$ cat src/rtl/bar_motion_scheduler.sv
// Paddle bar Y sequencer: clamps custom-instruction targets and walks each
// displayed bar toward its target by a bounded step once per frame, after the last visible line.
module bar_motion_scheduler #(
    parameter logic [8:0] Y_INIT    = 9'd240,
    parameter logic [8:0] Y_MIN     = 9'd0,
    parameter logic [8:0] Y_MAX     = 9'd419,
    parameter logic [7:0] MAX_STEP  = 8'd8,
    parameter logic [8:0] LAST_LINE = 9'd479
) (
    input  logic       clk_in,
    input  logic       i_rst,
    input  logic       clk_en,
    input  logic       sel,
    input  logic [8:0] coordY,
    input  logic [8:0] o_y,
    output logic       o_done,
    output logic [8:0] y_bar0,
    output logic [8:0] y_bar1,
    output logic       moving,
    output logic       frame_tick,
    output logic [7:0] frame_cnt
);

    typedef enum logic [1:0] {
        ST_IDLE  = 2'd0,
        ST_STEP0 = 2'd1,
        ST_STEP1 = 2'd2
    } state_t;

    state_t     state_r, state_nxt_s;
    logic [8:0] o_y_q_r;
    logic       frame_tick_r;
    logic [7:0] frame_cnt_r;
    logic       o_done_r;
    logic [8:0] tgt0_r, tgt1_r;
    logic [8:0] y_bar0_r, y_bar1_r;
    logic [8:0] y_bar0_nxt_s, y_bar1_nxt_s;
    logic       step0_en_s, step1_en_s;

    // Signed compares so a zero Y_MIN does not collapse into a constant-false test.
    function automatic logic [8:0] clamp_y(input logic [8:0] v);
        logic signed [10:0] vs;
        vs = $signed({2'b00, v});
        if (vs > $signed({2'b00, Y_MAX})) begin
            clamp_y = Y_MAX;
        end else if (vs < $signed({2'b00, Y_MIN})) begin
            clamp_y = Y_MIN;
        end else begin
            clamp_y = v;
        end
    endfunction

    // Lands exactly on the target once within one step; targets are pre-clamped so the bar stays in range.
    function automatic logic [8:0] step_toward(input logic [8:0] cur, input logic [8:0] tgt);
        logic signed [9:0] d;
        logic signed [9:0] ms;
        d  = $signed({1'b0, tgt}) - $signed({1'b0, cur});
        ms = $signed({2'b00, MAX_STEP});
        if (d > ms) begin
            step_toward = cur + {1'b0, MAX_STEP};
        end else if (d < -ms) begin
            step_toward = cur - {1'b0, MAX_STEP};
        end else begin
            step_toward = tgt;
        end
    endfunction

    // State register.
    always_ff @(posedge clk_in) begin
        if (!i_rst) begin
            state_r <= ST_IDLE;
        end else begin
            state_r <= state_nxt_s;
        end
    end

    // Next-state logic; a frame tick outside IDLE is ignored.
    always_comb begin
        state_nxt_s = state_r;
        case (state_r)
            ST_IDLE: begin
                if (frame_tick_r) begin
                    state_nxt_s = ST_STEP0;
                end else begin
                    state_nxt_s = ST_IDLE;
                end
            end
            ST_STEP0: state_nxt_s = ST_STEP1;
            ST_STEP1: state_nxt_s = ST_IDLE;
            default:  state_nxt_s = ST_IDLE;
        endcase
    end

    // Output decode: which bar steps this cycle and its next position.
    always_comb begin
        step0_en_s = 1'b0;
        step1_en_s = 1'b0;
        case (state_r)
            ST_STEP0: step0_en_s = 1'b1;
            ST_STEP1: step1_en_s = 1'b1;
            default: begin
                step0_en_s = 1'b0;
                step1_en_s = 1'b0;
            end
        endcase
        if (step0_en_s) begin
            y_bar0_nxt_s = step_toward(y_bar0_r, tgt0_r);
        end else begin
            y_bar0_nxt_s = y_bar0_r;
        end
        if (step1_en_s) begin
            y_bar1_nxt_s = step_toward(y_bar1_r, tgt1_r);
        end else begin
            y_bar1_nxt_s = y_bar1_r;
        end
    end

    // Frame boundary detection and frame counter.
    always_ff @(posedge clk_in) begin
        if (!i_rst) begin
            o_y_q_r      <= 9'd0;
            frame_tick_r <= 1'b0;
            frame_cnt_r  <= 8'd0;
        end else begin
            o_y_q_r      <= o_y;
            frame_tick_r <= (o_y_q_r == LAST_LINE) && (o_y != LAST_LINE);
            if (frame_tick_r) begin
                frame_cnt_r <= frame_cnt_r + 8'd1;
            end else begin
                frame_cnt_r <= frame_cnt_r;
            end
        end
    end

    // Request capture; the step in the same cycle still sees the old target.
    always_ff @(posedge clk_in) begin
        if (!i_rst) begin
            tgt0_r   <= Y_INIT;
            tgt1_r   <= Y_INIT;
            o_done_r <= 1'b0;
        end else begin
            o_done_r <= clk_en;
            if (clk_en && !sel) begin
                tgt0_r <= clamp_y(coordY);
            end else if (clk_en && sel) begin
                tgt1_r <= clamp_y(coordY);
            end else begin
                tgt0_r <= tgt0_r;
                tgt1_r <= tgt1_r;
            end
        end
    end

    // Displayed bar positions.
    always_ff @(posedge clk_in) begin
        if (!i_rst) begin
            y_bar0_r <= Y_INIT;
            y_bar1_r <= Y_INIT;
        end else begin
            y_bar0_r <= y_bar0_nxt_s;
            y_bar1_r <= y_bar1_nxt_s;
        end
    end

    assign o_done     = o_done_r;
    assign y_bar0     = y_bar0_r;
    assign y_bar1     = y_bar1_r;
    assign frame_tick = frame_tick_r;
    assign frame_cnt  = frame_cnt_r;
    assign moving     = (y_bar0_r != tgt0_r) || (y_bar1_r != tgt1_r);

endmodule

$ cat config.mk
export PLATFORM = sky130hd
export DESIGN_NAME = bar_motion_scheduler
export DESIGN_NICKNAME = d
export VERILOG_FILES = /design/src/rtl/bar_motion_scheduler.sv
export SDC_FILE = /design/constraint.sdc
export NUM_CORES = 1
export LEC_CHECK = 0
export ABC_AREA = 1
export ABC_CLOCK_PERIOD_IN_PS = 2500
export CAP_MARGIN = 0
export CORE_ASPECT_RATIO = 0.7
export CORE_MARGIN = 4
export CORE_UTILIZATION = 58
export CTS_BUF_LIST = sky130_fd_sc_hd__clkbuf_8
export DETAILED_ROUTE_END_ITERATION = 10
export PLACE_DENSITY = 0.8
export SYNTH_ARGS = -nofsm -noshare
export SYNTH_HDL_FRONTEND = slang
export SYNTH_SLANG_ARGS = --single-unit
$ cat constraint.sdc
create_clock -name clk_in -period 2.5 [get_ports clk_in]
set_input_delay 0.375 -clock clk_in [delete_from_list [all_inputs] [get_ports clk_in]]
set_output_delay 0.375 -clock clk_in [all_outputs]
set_load 0.005 [all_outputs]
==> summary.md <==
| Metric | Value |
|---|---|
| Status | finished, final reports clean |
| CTS Buffer Depth | 2 |
| I/O Pins | 51 |
| RD Place Congestion | 0.9412 |
| DP Wirelength | 7667 µm |
| Layout area overhead | 26.41% |
| Worst-path clk slew | 70 ps |
| Final instance area | 4892 µm² |
| Total power | 2.401 mW |
| First-pass GRT wire length | 16950 µm |
| Final Non-Filler Cells | 770 |
| CORE AREA | 6336 µm² |
| Post-Route Skew | 8.453 ps |
| CTS tree | done |
| Maximum clock frequency | 420.2 MHz |
| First-pass DRT Iterations | 5 |
| Remaining antenna violation count | 0 |
| Critical Path RT | 2790 ps |
| Die area | 8064 µm² |
| DR vias | 4092 |
| Starting DRT DRC Count | 270 |
| Crit-path leading delay family | simple AND/OR/NAND/NOR gates |
| Setup TNS | 0 ps |
| Pre-CTS worst setup slack | 17.69 ps |
| Initial antenna violation count | 0 |
| Final min period | 2380 ps |
| Wire per inst | 13.56 µm |
| Starting density of the core | 61.08% |
| Crit. End Element | register |
| Fin crit share | 95.18% |
| PortBufs | 50 |
| Critical path's slowest cell | fa_2 |
| EDFF count, synth | 0 |
| Mapped cell area | 3870 µm² |
| Most frequent cells in the layout | nand2_1 (169), inv_1 (96), dfxtp_1 (54) |
| Setup violators final | 0 |
| Die height | 76.34 µm |
| Async SR Flop Fraction | 0% |
| Worst hold path type | register to register |
| Crit path launch type | register |
| Seq/Total Area, Yosys | 29.49% |
| CP Cell Sequence | inv_1 > ha_1 > inv_1 > fa_2 > nand3_2 > nand3_2 > nand2_2 > nand2_1 > nand2_1 > nand2_1 > nor2_2 > nand3_2 > nand2_4 > buf_6 > nand3_1 > nand2_1 > nand2_1 > nand2_1 |
| Setup WS post-layout | 120.4 ps |
| Total track usage | 25.75% |
| Maximum number of pins on one net before global-route repair | 30 |
| Cts bufs inserted | 9 |
| Via density | 5.314 |
| Worst-Skew Late Latency | 350 ps |
| Hold_buf cts | 0 |
| CTS Sinks | 57 |
| Commonest non-fill, non-tap cell in the layout | nand2_1 |
| Ys Warns | 0 |
| Hold Vio Cnt, Final | 0 |
| CP most frequent cell | nand2_1 |
| Leak | 2.485 nW |
| Gr ovfl total | 0 |
| Number of synthesized register bits | 57 |
| Cell count after placement | 749 |
| H-tree Lvls | 3 |
| Final slew viol count | 0 |
| Synthesized instance count | 610 |
| Worst VDD drop | 0.3634 mV |
| Max-cap viol count | 0 |
| Width of the die | 105.6 µm |
| Syn_nets | 657 |
| Vias in the first global route | 3655 |
| Hold_ws | 420.0 ps |
| CTS Root Cell | clkbuf_8 |
| Critical Path Fanout Max | 6 |
| Row cnt | 24 |
| DRC | 0 |
| Max-slew headroom | 53.52% |
| Cell area after placement | 4498 µm² |
| Critical Path AT | 2670 ps |
| Post-layout util | 77.21% |
| Main synth FF type | dfxtp_1 |
| Worst Path Buf+Inv | 3 |
| Worst-Margin Slew | 694.7 ps |
| Total wire length | 10440 µm |
| Nets | 721 |
| Pwr/cell area | 490.7 nW/µm² |
| Syn_area_per_cell | 6.344 µm² |
| Max stage delay on crit path | 420 ps |
| Critical path class | register to register |
| Fraction of layout cells with a size suffix above 1 | 12.37% |
| Ant. Diodes | 0 |
| Netlist cell types | 34 |
==> flip-flops by register name (all words and copies together), names as in the netlist <==
name	count
frame_cnt	8
frame_tick	1
o_done	1
o_y_q_r	9
state_r	2
tgt0_r	9
tgt1_r	9
y_bar0	9
y_bar1	9
==> Yosys cell counts, drive strengths merged (2+ instances only) <==
library cell,n,area share (%)
nand3,58,8.1
nor2,55,5.5
buf,4,0.81
o21bai,2,0.39
a21oi,38,5.4
xnor2,2,0.45
a31oi,2,0.32
fa,2,1.0
nand4,15,2.4
xor2,10,2.3
nand2,177,18
nor3,9,1.2
or2,4,0.65
o21ai,33,4.5
nand3b,5,0.97
dfxtp,57,29
clkbuf,8,0.78
inv,102,9.9
ha,23,7.4
==> repair_timing <==
item | 4_1_cts | 5_1_grt
endpoints found under the setup margin | 1 | 19
pin swaps | 0 | 6
resized for setup | 10 | 29
buffers inserted | 0 | 4
gates cloned | 0 | 1
==> worst reg2reg max path, delay by kind of cell (launching register included) <==
kind | cells | cell delay, ps
DFF | 1 | 310
buffers and inverters | 3 | 280
and+or+nand+nor | 13 | 1170
adders and majority gates | 2 | 560
==> routing by layer <==
metal  GRT usage, %  part of all wire, %  vias to the layer above  wire length, µm
li1               -                    -                     2072                -
met1          36.61                   47                     1829             4896
met2          37.66                   42                      176             4400
met3          8.044                  9.6                       15             1007
met4          6.727                  1.3                        0              137
met5              0                    0                        -                0
==> where the power goes <==
| group | internal, mW | switching, mW |
|---|---|---|
| combinational | 0.232 | 0.388 |
| clock | 0.416 | 0.404 |
| sequential | 0.936 | 0.0251 |
| total | 1.58 | 0.817 |
==> worst paths after layout <==
path / startpoint / endpoint / slack (ps) / depth (start not counted)
worst min-delay path: state_r[1]$_SDFF_PN0_ / state_r[0]$_SDFF_PN0_ / 420 / 1
worst min register to register: state_r[1]$_SDFF_PN0_ / state_r[0]$_SDFF_PN0_ / 420 / 1
worst max register to register: tgt1_r[0]$_SDFFE_PN0P_ / y_bar1[6]$_SDFFE_PN1P_ / 120 / 18
worst max-delay path: tgt1_r[0]$_SDFFE_PN0P_ / y_bar1[6]$_SDFFE_PN1P_ / 120 / 18
==> cell type report <==
type	instances	area, µm²
Multi-Input combinational cell	440	2449
Fill cell	475	1444
Sequential cell	57	1145
Timing Repair Buffer	64	611.8
Inverter	102	382.9
Clock buffer	11	151.4
Tap cell	91	113.9
Clock inverter	5	38.79
==> logic make-up (layout without fill, tap and decap cells) <==
family                   count (synthesis)  in the layout  share of synthesized area, %
adder cells (fa/ha/maj)                 25             25                         8.471
AND/OR/NAND/NOR                        325            326                         36.86
XOR/XNOR                                12             12                         2.716
AO/OA/AOI/OAI                           77             77                         10.99
buffers and inverters                  114            182                         11.48
flip-flops                              57             57                         29.49
Power figures use the tool's default switching activity.
